$ cat src/rtl/mem_arbiter_if.sv
// Signal bundle between mem_arbiter, its two requesters (ICache, load/store buffer)
// and the byte-wide RAM/IO port.
interface mem_arbiter_if #(
    parameter int ADDR_WIDTH    = 32,
    parameter int IC_LINE_BYTES = 4
);
    logic [ADDR_WIDTH-1:0]      mem_a;
    logic [7:0]                 mem_write;
    logic                       is_write;
    logic                       io_buffer_full;
    logic [7:0]                 mem_result;
    logic                       flush;
    logic                       ic_req;
    logic [ADDR_WIDTH-1:0]      ic_addr;
    logic [8*IC_LINE_BYTES-1:0] ic_data;
    logic                       ic_done;
    logic                       ls_req;
    logic                       ls_we;
    logic [1:0]                 ls_size;
    logic [ADDR_WIDTH-1:0]      ls_addr;
    logic [31:0]                ls_wdata;
    logic [31:0]                ls_rdata;
    logic                       ls_done;

    modport slave (
        output mem_a, mem_write, is_write, ic_data, ic_done, ls_rdata, ls_done,
        input  io_buffer_full, mem_result, flush, ic_req, ic_addr,
               ls_req, ls_we, ls_size, ls_addr, ls_wdata
    );

    modport master (
        input  mem_a, mem_write, is_write, ic_data, ic_done, ls_rdata, ls_done,
        output io_buffer_full, mem_result, flush, ic_req, ic_addr,
               ls_req, ls_we, ls_size, ls_addr, ls_wdata
    );
endinterface

$ cat src/rtl/mem_arbiter.sv
// Byte-serial RAM/IO controller shared by the ICache (line fetches) and the
// load/store buffer (1/2/4-byte loads and stores), round-robin arbitrated.
module mem_arbiter #(
    parameter int ADDR_WIDTH    = 32,
    parameter int IC_LINE_BYTES = 4
) (
    input  logic         clk,
    input  logic         rst,
    input  logic         rdy,
    mem_arbiter_if.slave bus
);
    localparam int MAX_N = (IC_LINE_BYTES > 4) ? IC_LINE_BYTES : 4;
    localparam int K_W   = $clog2(MAX_N + 1);
    localparam int BUF_W = 8 * MAX_N;
    localparam int IC_W  = 8 * IC_LINE_BYTES;

    localparam logic [1:0] ST_IDLE  = 2'd0;
    localparam logic [1:0] ST_READ  = 2'd1;
    localparam logic [1:0] ST_WRITE = 2'd2;

    logic [1:0]            state_r;
    logic [K_W-1:0]        k_r;
    logic [K_W-1:0]        len_r;
    logic [ADDR_WIDTH-1:0] base_r;
    logic                  owner_ls_r;
    logic                  last_ls_r;   // set: the LS channel wins the next tie
    logic [31:0]           wdata_r;
    logic [BUF_W-1:0]      buf_r;
    logic [IC_W-1:0]       ic_data_r;
    logic                  ic_done_r;
    logic [31:0]           ls_rdata_r;
    logic                  ls_done_r;

    logic                  ic_pend_s;
    logic                  ls_pend_s;
    logic                  grant_ic_s;
    logic                  grant_ls_s;
    logic [K_W-1:0]        ls_len_s;
    logic                  capture_s;
    logic [K_W-1:0]        byte_idx_s;
    logic [BUF_W-1:0]      next_buf_s;
    logic [31:0]           ls_mask_s;
    logic                  io_stall_s;
    logic [ADDR_WIDTH-1:0] mem_a_s;
    logic [7:0]            mem_write_s;
    logic                  is_write_s;

    // Request qualification (flush masks reads only) and round-robin grant
    always_comb begin
        ic_pend_s  = bus.ic_req && !bus.flush;
        ls_pend_s  = bus.ls_req && (bus.ls_we || !bus.flush);
        grant_ic_s = ic_pend_s && (!ls_pend_s || !last_ls_r);
        grant_ls_s = ls_pend_s && !grant_ic_s;
        case (bus.ls_size)
            2'b00:   ls_len_s = K_W'(32'd1);
            2'b01:   ls_len_s = K_W'(32'd2);
            default: ls_len_s = K_W'(32'd4);
        endcase
    end

    // Read assembly: byte k-1 arrives while the counter shows k
    always_comb begin
        capture_s  = (state_r == ST_READ) && (k_r != '0);
        byte_idx_s = k_r - K_W'(32'd1);
        next_buf_s = buf_r;
        for (int i = 0; i < MAX_N; i++) begin
            next_buf_s[8*i +: 8] = (capture_s && (byte_idx_s == K_W'(i))) ?
                                   bus.mem_result : buf_r[8*i +: 8];
        end
        if (len_r == K_W'(32'd1)) begin
            ls_mask_s = 32'h0000_00ff;
        end else if (len_r == K_W'(32'd2)) begin
            ls_mask_s = 32'h0000_ffff;
        end else begin
            ls_mask_s = 32'hffff_ffff;
        end
    end

    // RAM port drive; the address drops to 0 after the last read byte so an IO
    // location is never read speculatively a second time
    always_comb begin
        io_stall_s  = bus.io_buffer_full && (base_r[17:16] == 2'b11);
        mem_a_s     = '0;
        mem_write_s = 8'h00;
        is_write_s  = 1'b0;
        case (state_r)
            ST_READ: begin
                if (k_r != len_r) begin
                    mem_a_s = base_r + ADDR_WIDTH'(k_r);
                end else begin
                    mem_a_s = '0;
                end
            end
            ST_WRITE: begin
                mem_a_s = base_r + ADDR_WIDTH'(k_r);
                case (k_r[1:0])
                    2'd0:    mem_write_s = wdata_r[7:0];
                    2'd1:    mem_write_s = wdata_r[15:8];
                    2'd2:    mem_write_s = wdata_r[23:16];
                    default: mem_write_s = wdata_r[31:24];
                endcase
                is_write_s = rdy && !io_stall_s;
            end
            default: begin
                mem_a_s = '0;
            end
        endcase
    end

    // Controller state, byte counter and result registers
    always_ff @(posedge clk) begin
        if (rst) begin
            state_r    <= ST_IDLE;
            k_r        <= '0;
            len_r      <= '0;
            base_r     <= '0;
            owner_ls_r <= 1'b0;
            last_ls_r  <= 1'b0;
            wdata_r    <= 32'h0000_0000;
            buf_r      <= '0;
            ic_data_r  <= '0;
            ic_done_r  <= 1'b0;
            ls_rdata_r <= 32'h0000_0000;
            ls_done_r  <= 1'b0;
        end else if (rdy) begin
            ic_done_r <= 1'b0;
            ls_done_r <= 1'b0;
            case (state_r)
                ST_IDLE: begin
                    k_r <= '0;
                    // a request still high during its done cycle is stale
                    if (!ic_done_r && !ls_done_r && grant_ic_s) begin
                        state_r    <= ST_READ;
                        owner_ls_r <= 1'b0;
                        base_r     <= bus.ic_addr;
                        len_r      <= K_W'(IC_LINE_BYTES);
                        last_ls_r  <= 1'b1;
                    end else if (!ic_done_r && !ls_done_r && grant_ls_s) begin
                        state_r    <= bus.ls_we ? ST_WRITE : ST_READ;
                        owner_ls_r <= 1'b1;
                        base_r     <= bus.ls_addr;
                        len_r      <= ls_len_s;
                        wdata_r    <= bus.ls_wdata;
                        last_ls_r  <= 1'b0;
                    end else begin
                        state_r <= ST_IDLE;
                    end
                end
                ST_READ: begin
                    if (bus.flush) begin
                        state_r <= ST_IDLE;
                        k_r     <= '0;
                    end else if (k_r == len_r) begin
                        state_r <= ST_IDLE;
                        k_r     <= '0;
                        if (owner_ls_r) begin
                            ls_rdata_r <= next_buf_s[31:0] & ls_mask_s;
                            ls_done_r  <= 1'b1;
                        end else begin
                            ic_data_r <= next_buf_s[IC_W-1:0];
                            ic_done_r <= 1'b1;
                        end
                    end else begin
                        k_r   <= k_r + K_W'(32'd1);
                        buf_r <= next_buf_s;
                    end
                end
                ST_WRITE: begin
                    if (io_stall_s) begin
                        k_r <= k_r;
                    end else if (k_r == len_r - K_W'(32'd1)) begin
                        state_r   <= ST_IDLE;
                        k_r       <= '0;
                        ls_done_r <= 1'b1;
                    end else begin
                        k_r <= k_r + K_W'(32'd1);
                    end
                end
                default: begin
                    state_r <= ST_IDLE;
                    k_r     <= '0;
                end
            endcase
        end else begin
            state_r <= state_r;
        end
    end

    assign bus.mem_a     = mem_a_s;
    assign bus.mem_write = mem_write_s;
    assign bus.is_write  = is_write_s;
    assign bus.ic_data   = ic_data_r;
    assign bus.ic_done   = ic_done_r;
    assign bus.ls_rdata  = ls_rdata_r;
    assign bus.ls_done   = ls_done_r;
endmodule

$ cat src/flat_wrapper.sv
// flat-port wrapper written by rule: the top's interface ports become plain ports
module mem_arbiter_flat 
#(
    parameter int ADDR_WIDTH    = 32,
    parameter int IC_LINE_BYTES = 4
)
  (clk, rst, rdy, bus_mem_a, bus_mem_write, bus_is_write, bus_ic_data, bus_ic_done, bus_ls_rdata, bus_ls_done, bus_io_buffer_full, bus_mem_result, bus_flush, bus_ic_req, bus_ic_addr, bus_ls_req, bus_ls_we, bus_ls_size, bus_ls_addr, bus_ls_wdata);
  mem_arbiter_if #(.ADDR_WIDTH(ADDR_WIDTH), .IC_LINE_BYTES(IC_LINE_BYTES)) bus_i ();
  input  logic clk;
  input  logic rst;
  input  logic rdy;
  output wire logic [$bits(bus_i.mem_a)-1:0] bus_mem_a;
  output wire logic [$bits(bus_i.mem_write)-1:0] bus_mem_write;
  output wire logic [$bits(bus_i.is_write)-1:0] bus_is_write;
  output wire logic [$bits(bus_i.ic_data)-1:0] bus_ic_data;
  output wire logic [$bits(bus_i.ic_done)-1:0] bus_ic_done;
  output wire logic [$bits(bus_i.ls_rdata)-1:0] bus_ls_rdata;
  output wire logic [$bits(bus_i.ls_done)-1:0] bus_ls_done;
  input wire logic [$bits(bus_i.io_buffer_full)-1:0] bus_io_buffer_full;
  input wire logic [$bits(bus_i.mem_result)-1:0] bus_mem_result;
  input wire logic [$bits(bus_i.flush)-1:0] bus_flush;
  input wire logic [$bits(bus_i.ic_req)-1:0] bus_ic_req;
  input wire logic [$bits(bus_i.ic_addr)-1:0] bus_ic_addr;
  input wire logic [$bits(bus_i.ls_req)-1:0] bus_ls_req;
  input wire logic [$bits(bus_i.ls_we)-1:0] bus_ls_we;
  input wire logic [$bits(bus_i.ls_size)-1:0] bus_ls_size;
  input wire logic [$bits(bus_i.ls_addr)-1:0] bus_ls_addr;
  input wire logic [$bits(bus_i.ls_wdata)-1:0] bus_ls_wdata;
  assign bus_mem_a = bus_i.mem_a;
  assign bus_mem_write = bus_i.mem_write;
  assign bus_is_write = bus_i.is_write;
  assign bus_ic_data = bus_i.ic_data;
  assign bus_ic_done = bus_i.ic_done;
  assign bus_ls_rdata = bus_i.ls_rdata;
  assign bus_ls_done = bus_i.ls_done;
  assign bus_i.io_buffer_full = bus_io_buffer_full;
  assign bus_i.mem_result = bus_mem_result;
  assign bus_i.flush = bus_flush;
  assign bus_i.ic_req = bus_ic_req;
  assign bus_i.ic_addr = bus_ic_addr;
  assign bus_i.ls_req = bus_ls_req;
  assign bus_i.ls_we = bus_ls_we;
  assign bus_i.ls_size = bus_ls_size;
  assign bus_i.ls_addr = bus_ls_addr;
  assign bus_i.ls_wdata = bus_ls_wdata;
  mem_arbiter #(.ADDR_WIDTH(ADDR_WIDTH), .IC_LINE_BYTES(IC_LINE_BYTES)) u_core (.clk(clk), .rst(rst), .rdy(rdy), .bus(bus_i));
endmodule
$ cat config.mk
export PLATFORM = sky130hd
export DESIGN_NAME = mem_arbiter_flat
export DESIGN_NICKNAME = d
export VERILOG_FILES = /design/src/rtl/mem_arbiter_if.sv /design/src/rtl/mem_arbiter.sv /design/src/flat_wrapper.sv
export SDC_FILE = /design/constraint.sdc
export NUM_CORES = 1
export LEC_CHECK = 0
export ABC_AREA = 0
export CORE_ASPECT_RATIO = 1.2
export CORE_MARGIN = 8
export CORE_UTILIZATION = 45
export CTS_CLUSTER_SIZE = 30
export DETAILED_ROUTE_END_ITERATION = 10
export GPL_TIMING_DRIVEN = 0
export PLACE_DENSITY = 0.81
export SYNTH_ARGS = -nofsm -noshare
export SYNTH_HDL_FRONTEND = slang
export SYNTH_SLANG_ARGS = --single-unit
$ cat constraint.sdc
create_clock -name clk -period 7 [get_ports clk]
set_input_delay 1.4 -clock clk [delete_from_list [all_inputs] [get_ports clk]]
set_output_delay 1.4 -clock clk [all_outputs]
set_load 0.1 [all_outputs]
==> results of run 1 <==
## per-layer routing
metal	GRT usage	part of all wire
met1	0.240	0.41
met2	0.379	0.49
met3	0.0703	0.078
met4	0.0807	0.024
met5	0	0
## flip-flops by register name (all words and copies together), names as in the netlist
signal               count
u_core.bus.ls_done       1
u_core.bus.ic_data      32
u_core.len_r             3
u_core.buf_r            32
u_core.bus.ls_rdata     32
u_core.base_r           32
u_core.owner_ls_r        1
u_core.wdata_r          32
u_core.k_r               3
u_core.last_ls_r         1
u_core.state_r           2
u_core.bus.ic_done       1
## worst max path at each step
stage	slack (ns)	cells past startpoint	endpoint	start
6_report	1.44	9	bus_mem_a[30]	u_core.k_r[0]$_SDFFE_PP0P_
5_1_grt	1.20	9	bus_mem_a[30]	u_core.k_r[0]$_SDFFE_PP0P_
4_1_cts	1.42	9	bus_mem_a[30]	u_core.k_r[0]$_SDFFE_PP0P_
3_5_place_dp	1.91	9	bus_mem_a[30]	u_core.k_r[0]$_SDFFE_PP0P_
3_3_place_gp	1.97	8	bus_mem_a[16]	u_core.k_r[0]$_SDFFE_PP0P_
2_1_floorplan	2.20	7	bus_mem_a[16]	u_core.k_r[0]$_SDFFE_PP0P_
## tightest hold or removal path, cell delays in order (launching register included)
cell and delay [ns]:
dfxtp_1 0.31, nand2_1 0.05, a21oi_1 0.05
## report_power, final
group	internal (mW)	switching (mW)
Sequential	1.01	0.0303
Clock	0.554	0.418
Combinational	0.122	0.152
## synth_stat cells (13+ instances only)
master,number
nor2_1,185
dfxtp_1,172
nand2_1,83
mux2i_1,81
a211oi_1,67
a21oi_1,53
clkbuf_1,40
nor3_1,29
xnor2_1,22
inv_1,17
ha_1,15
buf_2,13
o21ai_0,13
## logic make-up (layout without fill, tap and decap cells)
logic type,count (synthesis),count (layout),share of synthesized area
AOI/OAI and AO/OA,175,175,0.155
xor gates and xnor gates,31,31,0.0354
adders and majority gates,16,16,0.0257
buffers and inverters,78,329,0.0405
DFF,172,172,0.426
muxes,89,89,0.111
and+or+nand+nor,369,369,0.206
## layout make-up
cell class	instances	area [sq um]	area share
multi-input cells	680	4320	0.387
flip-flops and latches	172	3440	0.308
repair buffers	219	2190	0.196
clock buffers	19	453	0.0406
well taps	220	275	0.0246
plain buffers	60	260	0.0233
clock inverters	13	155	0.0139
inverters	18	67.6	0.00605
## through the flow
step | hold slack [ns] | power (mW) | utilization | cells
2_1_floorplan | 0.436 | 1.21 | - | 930
3_3_place_gp | 0.442 | 1.33 | 0.601 | 1369
3_5_place_dp | 0.446 | 1.34 | 0.601 | 1369
4_1_cts | 0.455 | 2.30 | 0.635 | 1401
5_1_grt | 0.470 | 2.36 | 0.635 | 1401
6_report | 0.458 | 2.29 | 0.635 | 1401
==> out/metrics.yaml, run 1 <==
clock_network:
  clk_latency_ns: 0.43
  cts_max_path_buffers: 2
  ctsResizeCount: 0
  cts_root_buf: "clkbuf_16"
  holdBufCountCts: 0
  numCtsBuffers: 17
  h-tree-depth: 4
  cts_sinks: 172
  cts_tree: "done"
  cts_setup_buffers: 0
  path_clk_slew_ns: 0.07
worst_setup_path:
  r2r_cells: 8
  r2r-start: "u_core.k_r[1]$_SDFFE_PP0P_"
  crit_family: "buffers and inverters"
  critPathBufInv: 2
  arrival_ns: 4.16
  worst-path-max-fanout: 9
  reg2reg_slack_ns: 4.07
  required_ns: 5.60
  slowest_delay_ns: 1.18
  start_kind: "flip-flop"
  endpoint_kind: "output pin"
  critPathKind: "flip-flop to output pin"
  r2r-end: "u_core.buf_r[7]$_SDFFE_PP0P_"
  critical_path.slowest_cell: "clkdlybuf4s50_1"
  crit_chain: "ha_1, inv_1, fa_1, nor2b_1, o2111ai_1, nor4_1, xnor2_1, nor2_1, clkdlybuf4s50_1"
logic_synthesis:
  async_reset_ff_frac: 0
  avgSynthCellArea_sq_um: 8.70
  synthTopCellsByArea: "dfxtp_1, mux2i_1, nor2_1"
  syn_nets: 1060
  seq_area_frac_synth: 0.426
  synth_edf_count: 0
  netlist.area_leader.share: 0.426
  synthesis.area_sq_um: 8090
  synth_top_flop_cell: "dfxtp_1"
  yosysTopAreaCell: "dfxtp_1"
  synth_cell_types: 50
  yosysWarnings: 0
  synth-seq-cells: 172
  synth_cells: 930
final_layout:
  layout_common_cells: "clkdlybuf4s50_1, nor2_1, dfxtp_1"
  mostFrequentLayoutCell: "clkdlybuf4s50_1"
  area_growth_pct: 38.0
  num_antenna_cells: 0
  final_layout_size_suffix_gt1_frac: 0.0669
  nNetsFinal: 1298
  nFillCells: 1489
  stdcell_area_sq_um: 11200
drt:
  wirelength_mm: 25.2
  drtIter0Drc: 443
  drcViolationCount: 0
  wire_per_inst_microns: 18.0
  vias: 7574
  drtAntennaViolNets: 0
  firstDrtPassIters: 6
  viasPerCell: 5.41
floorplan:
  fp.dieW_microns: 138
  core_sq_um: 17600
  initial_core_util: 0.460
  ios: 221
  dieArea_sq_um: 22500
  die_y_microns: 163
  rows: 53
timing:
  rsz0062_at_grt: "no"
  setup_viol: 0
  worst-slew-pin-transition_ns: 1.06
  fmaxAchievable_ghz: 0.180
  layout_min_cycle_time_ns: 5.56
  worst_slack_ns: 1.44
  setup-tns-final_ns: 0
  period_share: 0.794
  skew_ns: 0.00956
  relSlewSlack: 0.294
  timing.final.max_slew_violations: 0
  hold_viol: 0
pwr:
  p_leak_nw: 4.07
  power_density_nw_per_um2: 205
  ir_drop_v: 0.000161
place:
  portBuffers: 219
  dp_hpwl_mm: 19.6
  place_area_sq_um: 10600
  place_congestion: 0.898
  place_ws_ns: 1.91
worst_hold_path:
  hold_depth: 2
  hp-class: "flip-flop to flip-flop"
  min_from: "u_core.wdata_r[10]$_SDFFE_PP0P_"
  hold-path-endpoint: "u_core.wdata_r[10]$_SDFFE_PP0P_"
flow_run:
  max_cap_viol_count: 0
global_routing:
  antenna_found_initial: 0
  overflow: 0
  grt_usage: 0.216
  grt_pass1_vias: 7694
  grt_pass1_wl_mm: 39.6
  grt_max_degree: 17
status:
  outcome: "completed"
Note: power is estimated with default switching activity, not from simulation.
==> inputs of run 2 (changes only) <==
==> constraint.sdc (replaced) <==
create_clock -name clk -period 5.3 [get_ports clk]
set_input_delay 1.06 -clock clk [delete_from_list [all_inputs] [get_ports clk]]
set_output_delay 1.06 -clock clk [all_outputs]
set_load 0.1 [all_outputs]
==> out/metrics.yaml, run 2 (synthesis gave the netlist of run 1 again) <==
worst_setup_path:
  startpoint: "u_core.k_r[0]$_SDFFE_PP0P_"  # unchanged
  slowest_delay_ns: 1.16  # was 1.18 ns
  r2r-start: "u_core.k_r[1]$_SDFFE_PP0P_"  # unchanged
  endpoint_kind: "output pin"  # unchanged
  start_kind: "flip-flop"  # unchanged
  worst-path-max-fanout: 9  # unchanged
  reg2reg_slack_ns: 2.37  # was 4.07 ns
  critical_path.slowest_cell: "clkdlybuf4s50_1"  # unchanged
  arrival_ns: 4.06  # was 4.16 ns
  critPathKind: "flip-flop to output pin"  # unchanged
  required_ns: 4.24  # was 5.60 ns
  cp-endpoint: "bus_mem_a[22]"  # was bus_mem_a[30]
  r2r_cells: 8  # unchanged
  crit_chain: "ha_1, inv_1, fa_1, nor2b_1, o2111ai_1, nor3_1, xnor2_1, nor2_1, clkdlybuf4s50_1"  # was ha_1, inv_1, fa_1, nor2b_1, o2111ai_1, nor4_1, xnor2_1, nor2_1, clkdlybuf4s50_1
  critPathBufInv: 2  # unchanged
  r2r-end: "u_core.buf_r[7]$_SDFFE_PP0P_"  # unchanged
  crit_family: "buffers and inverters"  # unchanged
  cp.depth: 9  # unchanged
drt:
  viasPerCell: 5.40  # was 5.41
  wirelength_mm: 25.2  # about the same
  drtAntennaViolNets: 0  # unchanged
  firstDrtPassIters: 6  # unchanged
  drtIter0Drc: 464  # was 443
  wire_per_inst_microns: 18.0  # about the same
  vias: 7567  # was 7574
  drcViolationCount: 0  # unchanged
timing:
  setup-tns-final_ns: 0  # unchanged
  period_share: 0.967
  setup_viol: 0  # unchanged
  fmaxAchievable_ghz: 0.195
  layout_min_cycle_time_ns: 5.12
  timing.final.max_slew_violations: 0  # unchanged
  rsz0062_at_grt: "no"  # unchanged
  skew_ns: 0.00981  # was 0.00956 ns
  worst-slew-pin-transition_ns: 1.05  # was 1.06 ns
  relSlewSlack: 0.296  # was 0.294
  hold_viol: 0  # unchanged
pwr:
  power_density_nw_per_um2: 270  # was 205 nW/um^2
  p_sw_mw: 0.794  # was 0.600 mW
  comb_power_share: 0.120  # about the same
  p_sw_frac: 0.263  # was 0.262
  ir_drop_v: 0.000213  # was 0.000161 V
  p_int_mw: 2.23  # was 1.69 mW
  pwr-share-seq: 0.455  # about the same
  power_frac_clock: 0.425  # about the same
  p_leak_nw: 4.20  # was 4.07 nW
floorplan:
  rows: 53  # unchanged
  core_sq_um: 17600  # unchanged
  die_y_microns: 163  # unchanged
  ios: 221  # unchanged
  dieArea_sq_um: 22500  # unchanged
  fp.dieW_microns: 138  # unchanged
  initial_core_util: 0.460  # unchanged
clock_network:
  holdBufCountCts: 0  # unchanged
  cts_root_buf: "clkbuf_16"  # unchanged
  cts_tree: "done"  # unchanged
  ctsResizeCount: 0  # unchanged
  h-tree-depth: 4  # unchanged
  path_clk_slew_ns: 0.06  # was 0.07 ns
  cts_sinks: 172  # unchanged
  cts_setup_buffers: 0  # unchanged
  numCtsBuffers: 17  # unchanged
  clk_latency_ns: 0.43  # about the same
  cts_max_path_buffers: 2  # unchanged
global_routing:
  grt_max_degree: 17  # unchanged
  overflow: 0  # unchanged
  antenna_found_initial: 0  # unchanged
  grt_pass1_vias: 7694  # unchanged
  grt_usage: 0.216  # unchanged
  grt_pass1_wl_mm: 39.6  # unchanged
place:
  place_congestion: 0.898  # unchanged
  portBuffers: 219  # unchanged
  dp_hpwl_mm: 19.6  # unchanged
worst_hold_path:
  hp-class: "flip-flop to flip-flop"  # unchanged
final_layout:
  final_layout_size_suffix_gt1_frac: 0.0669  # unchanged
  final_util: 0.636  # was 0.635
  nNetsFinal: 1298  # unchanged
  num_antenna_cells: 0  # unchanged
  nFillCells: 1488  # was 1489
  mostFrequentLayoutCell: "clkdlybuf4s50_1"  # unchanged
  layout_common_cells: "clkdlybuf4s50_1, nor2_1, dfxtp_1"  # unchanged
  area_growth_pct: 38.2  # was 38.0%
flow_run:
  max_cap_viol_count: 0  # unchanged
status:
  outcome: "completed"  # unchanged
## run 2: cell types whose count changed in the layout (fill, tap and decap cells not counted), sizes merged
cell,delta
clkdlybuf4s50,-7
dlymetal6s2s,+7
## run 2: routing by layer
layer	vias to the layer above	GRT usage	wire length, microns
li1	3740	-	-
met1	3521	0.240	10300
met2	262	0.379	12400
met3	44	0.0703	1900
met4	0	0.0807	609
met5	-	0	0
## run 2: layout make-up
cell class / instances / area [sq um] / share of cell area
flip-flops and latches: 172 / 3440 / 0.308
multi-input cells: 680 / 4320 / 0.386
clock inverters: 13 / 155 / 0.0139
well taps: 220 / 275 / 0.0246
clock buffers: 19 / 453 / 0.0405
inverters: 18 / 67.6 / 0.00604
plain buffers: 60 / 260 / 0.0233
repair buffers: 219 / 2210 / 0.198
## run 2: power by group through the flow
stage / registers [mW] / logic (mW) / clock network [mW]
3_5_place_dp: 1.40 / 0.362 / 0
6_report: 1.37 / 0.363 / 1.28
3_3_place_gp: 1.40 / 0.357 / 0
2_1_floorplan: 1.43 / 0.169 / 0
4_1_cts: 1.37 / 0.364 / 1.30
5_1_grt: 1.38 / 0.393 / 1.34
## run 2: per-stage QoR
stage | setup WS [ns] | instance area, sq um | std cells | power (mW) | hold slack (ns)
floorplan | 0.841 | 8090 | 930 | 1.60 | 0.436
global placement | 0.607 | 10600 | 1369 | 1.76 | 0.442
detailed placement | 0.546 | 10600 | 1369 | 1.76 | 0.446
CTS | 0.0644 | 11200 | 1401 | 3.04 | 0.455
global route | 0.00127 | 11200 | 1401 | 3.12 | 0.470
finish | 0.175 | 11200 | 1401 | 3.02 | 0.458
## run 2: tightest hold or removal path, delay by kind of cell (launching register included)
family / cells / cell delay (ns)
flip-flops: 1 / 0.31
AND/OR/NAND/NOR: 1 / 0.05
AO/OA/AOI/OAI: 1 / 0.05
## run 2: worst min-delay path by stage
stage | from | endpoint | slack, ns | cells past startpoint
after CTS | u_core.wdata_r[9]$_SDFFE_PP0P_ | u_core.wdata_r[9]$_SDFFE_PP0P_ | 0.46 | 2
after detailed placement | u_core.wdata_r[16]$_SDFFE_PP0P_ | u_core.wdata_r[16]$_SDFFE_PP0P_ | 0.45 | 2
after global placement | u_core.wdata_r[2]$_SDFFE_PP0P_ | u_core.wdata_r[2]$_SDFFE_PP0P_ | 0.44 | 2
after floorplan | u_core.wdata_r[16]$_SDFFE_PP0P_ | u_core.wdata_r[16]$_SDFFE_PP0P_ | 0.44 | 2
final | u_core.wdata_r[10]$_SDFFE_PP0P_ | u_core.wdata_r[10]$_SDFFE_PP0P_ | 0.46 | 2
after global routing | u_core.wdata_r[10]$_SDFFE_PP0P_ | u_core.wdata_r[10]$_SDFFE_PP0P_ | 0.47 | 2
==> inputs of run 3 (changes only) <==
--- a/config.mk
+++ b/config.mk
@@ -6,11 +6,12 @@
 export NUM_CORES = 1
 export LEC_CHECK = 0
 export ABC_AREA = 0
-export CORE_ASPECT_RATIO = 1.2
+export ABC_CLOCK_PERIOD_IN_PS = 5300
 export CORE_MARGIN = 8
 export CORE_UTILIZATION = 45
 export CTS_CLUSTER_SIZE = 30
 export DETAILED_ROUTE_END_ITERATION = 10
+export GPL_ROUTABILITY_DRIVEN = 1
 export GPL_TIMING_DRIVEN = 0
 export PLACE_DENSITY = 0.81
 export SYNTH_ARGS = -nofsm -noshare
==> out/metrics.yaml, run 3 (synthesis gave the netlist of run 1 again) <==
status:
  outcome: "completed"  # unchanged
pwr:
  power_density_nw_per_um2: 272  # was 270 nW/um^2
  p_leak_nw: 4.19  # was 4.20 nW
  ir_drop_v: 0.000220  # was 0.000213 V
  total_power_mw: 3.05  # was 3.02 mW
worst_setup_path:
  start_kind: "flip-flop"  # unchanged
  reg2reg_slack_ns: 2.29  # was 2.37 ns
  slowest_delay_ns: 1.16  # about the same
  critPathKind: "flip-flop to output pin"  # unchanged
  arrival_ns: 3.96  # was 4.06 ns
  r2r_cells: 8  # unchanged
  endpoint_kind: "output pin"  # unchanged
  required_ns: 4.24  # about the same
  startpoint: "u_core.k_r[0]$_SDFFE_PP0P_"  # unchanged
  critical_path.slowest_cell: "clkdlybuf4s50_1"  # unchanged
  r2r-end: "u_core.buf_r[5]$_SDFFE_PP0P_"  # was u_core.buf_r[7]$_SDFFE_PP0P_
  crit_chain: "ha_1, inv_1, fa_1, nor2b_1, o2111ai_1, nor3b_1, xnor2_1, nor2_1, clkdlybuf4s50_1"  # was ha_1, inv_1, fa_1, nor2b_1, o2111ai_1, nor3_1, xnor2_1, nor2_1, clkdlybuf4s50_1
  r2r-start: "u_core.k_r[1]$_SDFFE_PP0P_"  # unchanged
  worst-path-max-fanout: 9  # unchanged
floorplan:
  die_y_microns: 150  # was 163 microns
  rows: 49  # was 53
  dieArea_sq_um: 22500  # about the same
  initial_core_util: 0.455  # was 0.460
  core_sq_um: 17800  # was 17600 sq um
  ios: 221  # unchanged
  fp.dieW_microns: 150  # was 138 microns
timing:
  skew_ns: 0.00915  # was 0.00981 ns
  fmaxAchievable_ghz: 0.199  # was 0.195 GHz
  worst-slew-pin-transition_ns: 1.06  # was 1.05 ns
  hold_viol: 0  # unchanged
  layout_min_cycle_time_ns: 5.02  # was 5.12 ns
  rsz0062_at_grt: "no"  # unchanged
  timing.final.max_slew_violations: 0  # unchanged
  period_share: 0.948  # was 0.967
  setup_viol: 0  # unchanged
  setup-tns-final_ns: 0  # unchanged
  relSlewSlack: 0.294  # was 0.296
clock_network:
  cts_sinks: 172  # unchanged
  numCtsBuffers: 17  # unchanged
  cts_tree: "done"  # unchanged
  h-tree-depth: 4  # unchanged
  cts_setup_buffers: 0  # unchanged
  path_clk_slew_ns: 0.06  # about the same
  clk_latency_ns: 0.43  # about the same
  cts_max_path_buffers: 2  # unchanged
  cts_root_buf: "clkbuf_16"  # unchanged
final_layout:
  area_growth_pct: 38.6  # was 38.2%
  mostFrequentLayoutCell: "clkdlybuf4s50_1"  # unchanged
  layout_common_cells: "clkdlybuf4s50_1, nor2_1, dfxtp_1"  # unchanged
  stdcell_area_sq_um: 11200  # about the same
  final_util: 0.631  # was 0.636
  nNetsFinal: 1298  # unchanged
  final_layout_size_suffix_gt1_frac: 0.0660  # was 0.0669
  nFillCells: 1517  # was 1488
drt:
  firstDrtPassIters: 6  # unchanged
  drtIter0Drc: 588  # was 464
  wire_per_inst_microns: 18.0  # about the same
  wirelength_mm: 25.4  # was 25.2 mm
  viasPerCell: 5.46  # was 5.40
  drcViolationCount: 0  # unchanged
  drtAntennaViolNets: 0  # unchanged
  vias: 7704  # was 7567
global_routing:
  grt_usage: 0.221  # was 0.216
  antenna_found_initial: 2  # was 0
  grt_pass1_wl_mm: 39.6  # about the same
  overflow: 0  # unchanged
  grt_max_degree: 17  # unchanged
  grt_pass1_vias: 7768  # was 7694
place:
  place_area_sq_um: 10600  # about the same
  place_congestion: 0.881  # was 0.898
  dp_hpwl_mm: 19.1  # was 19.6 mm
  portBuffers: 219  # unchanged
worst_hold_path:
  hold-path-endpoint: "u_core.wdata_r[17]$_SDFFE_PP0P_"  # was u_core.wdata_r[10]$_SDFFE_PP0P_
  hold_depth: 2  # unchanged
  min_from: "u_core.wdata_r[17]$_SDFFE_PP0P_"  # was u_core.wdata_r[10]$_SDFFE_PP0P_
  hp-class: "flip-flop to flip-flop"  # unchanged
flow_run:
  max_cap_viol_count: 0  # unchanged
run 3: cell types whose count changed in the layout (fill, tap and decap cells not counted), moves of 2 or more:
cell        previous run  this run
clkinvlp_4             1         4
diode_2                0         2
clkinv_2               2         0
inv_8                  0         2
inv_6                  6         3
run 3: worst max path at each step:
stage / end / depth (start not counted) / slack [ns]
2_1_floorplan: bus_mem_a[16] / 7 / 0.84
3_3_place_gp: bus_mem_a[18] / 9 / 0.69
3_5_place_dp: bus_mem_a[30] / 9 / 0.63
4_1_cts: bus_mem_a[30] / 9 / 0.16
5_1_grt: bus_mem_a[20] / 9 / 0.03
6_report: bus_mem_a[20] / 9 / 0.28
run 3: through the flow:
stage	std cells	setup slack, ns	hold WS [ns]
after floorplan	930	0.841	0.436
after global placement	1378	0.688	0.442
after detailed placement	1378	0.625	0.446
after CTS	1410	0.162	0.456
after global routing	1412	0.0333	0.477
final	1412	0.277	0.457
run 3: area by class of cell:
cell class	instances	area (sq um)	area share
multi-input cells	680	4320	0.385
clock inverters	13	178	0.0158
repair buffers	219	2210	0.197
clock buffers	19	443	0.0395
plain buffers	60	260	0.0232
flip-flops and latches	172	3440	0.307
well taps	229	287	0.0256
inverters	18	67.6	0.00603
diodes	2	5.00	0.000446
run 3: what timing repair did:
action                     4_1_cts  5_1_grt
hold buffers                     0        0
resized for setup                0        7
setup endpoints to repair        0        7
run 3: routing by layer:
metal  global-route usage  share of wire  vias to the layer above
met5                    0              0                        -
met4               0.0745          0.019                        0
met3               0.0694          0.082                       34
met2                0.373           0.48                      278
met1                0.261           0.42                     3655
li1                     -              -                     3737
run 3: power breakdown:
group          switching, mW  leakage [nW]  internal, mW
Sequential            0.0402          1.39          1.33
Combinational          0.202          2.50         0.162
Clock                  0.548         0.291         0.766
run 3: worst max-delay path, delay by kind of cell, from the launching register on:
kind,cells,cell delay (ns)
simple gates,3,0.67
buf+inv,2,1.22
compound gates,1,0.33
fa+ha+maj,2,0.65
flops,1,0.57
xor+xnor,1,0.10
==> RTL edit: new RTL, settings of run 2 <==
Reset style: asynchronous (`rst`), changed in one clocked block.
--- a/src/rtl/mem_arbiter.sv
+++ b/src/rtl/mem_arbiter.sv
@@ -109,5 +109,5 @@
 
     // Controller state, byte counter and result registers
-    always_ff @(posedge clk) begin
+    always_ff @(posedge clk or posedge rst) begin
         if (rst) begin
             state_r    <= ST_IDLE;
Function: differs if rst is asserted again (counterexample within 4 cycles, from zero or initial values and one cycle with rst high); with rst held inactive, the same outputs for 4 cycles.
==> RTL edit against run 2 <==
  * Critical endpoint is now bus_mem_a[20]
  * Global-route usage decreased by 1.4 points
  * Cell area increased by 8.9%
  * Setup slack improved by 0.077 ns
  * Synthesized area increased by 11%
  * Count of clock-buffer cells in the layout unchanged
  * Sequential cell count unchanged
  * Clock skew decreased by 0.00059 ns
  * Hold slack improved by 0.030 ns
  * Wire length decreased by 2.7%
Power is not compared: it rests on default switching activity, and its combinational part moved more than twofold at a synthesized area within 25%.
==> RTL edit: results (changes against run 2) <==
status -> finished, final reports clean
vias in the first global route -> 7,305 (-5.1%)
Layout clock area frac -> 4.70% (-0.74 points)
RD Place Congestion -> 0.833 (-7.2%)
DRT iter0 DRCs -> 371 (-20%)
fmax -> 0.198 GHz (+1.5%)
Pre-antenna DRT Iters -> 7 (+1)
post-synthesis sequential area ratio -> 48.0% (+5.4 points)
Plain + repair buffers -> 264 (-5.4%)
hold path start -> u_core.bus.ls_rdata[14]
multi-input gate share of total cell area -> 35.3% (-3.3 points)
largest net degree at the start of global routing -> 43 (+26)
PortBufs -> 220 (+0.46%)
Clock Skews -> 0.00922 ns (-0.000590 ns)
worst r2r src -> u_core.k_r[0]
Yosys cell types -> 66 (+32%)
final net count -> 1,122 (-14%)
top post-synthesis cells by area -> dfrtp_1, mux2_2, mux2i_1
Hold Path Cell Cnt -> 1 (-1)
GR Util met1 -> 22.8% (-1.2 points)
FILL cells -> 1,569 (+5.4%)
Critical R2R Capture -> u_core.bus.ic_data[4]
initial antenna violation count -> 1 (+1)
r2r worst-path depth -> 7 (-1)
r2r setup slk -> 2.57 ns (+0.20 ns)
Post-Route WL -> 24.6 mm (-2.7%)
Leading cell kind -> registers
GRT Util Overall -> 20.2% (-1.4 points)
hold_ws -> 0.488 ns (+0.0299 ns)
Hold Crit Endpoint -> u_core.bus.ls_rdata[14]
Max-slew headroom -> 30.1% (+0.54 points)
RTL edit: changes by cell type in the layout (fill, tap and decap cells not counted), moves of 11 or more:
cell,change
dfrtp_1,+172
o31ai_1,+11
nand2_1,-55
inv_1,+23
a21oi_1,-20
mux2_2,+123
clkbuf_1,-25
xnor2_1,-20
a211oi_1,-66
nor2_1,-145
mux2i_1,-19
nor3_1,-25
dfxtp_1,-172
RTL edit: routing by layer:
metal | routed length [microns] | up-vias
li1 | - | 3223
met1 | 9550 | 3351
met2 | 12500 | 248
met3 | 1990 | 42
met4 | 476 | 2
met5 | 9 | -
RTL edit: cell families after synthesis:
kind of cell    synth area share, %
mux                            24.0
flops                          48.0
simple gates                   9.09
compound gates                 10.7
buf+inv                        4.11
xor+xnor                       1.88
fa+ha+maj                      2.31
RTL edit: per-stage QoR:
step	cells	area (sq um)	util, %
floorplan	748	8980	-
global placement	1229	11500	58.9
detailed placement	1234	11600	59.4
CTS	1265	12200	62.3
global route	1265	12200	62.3
finish	1265	12200	62.3
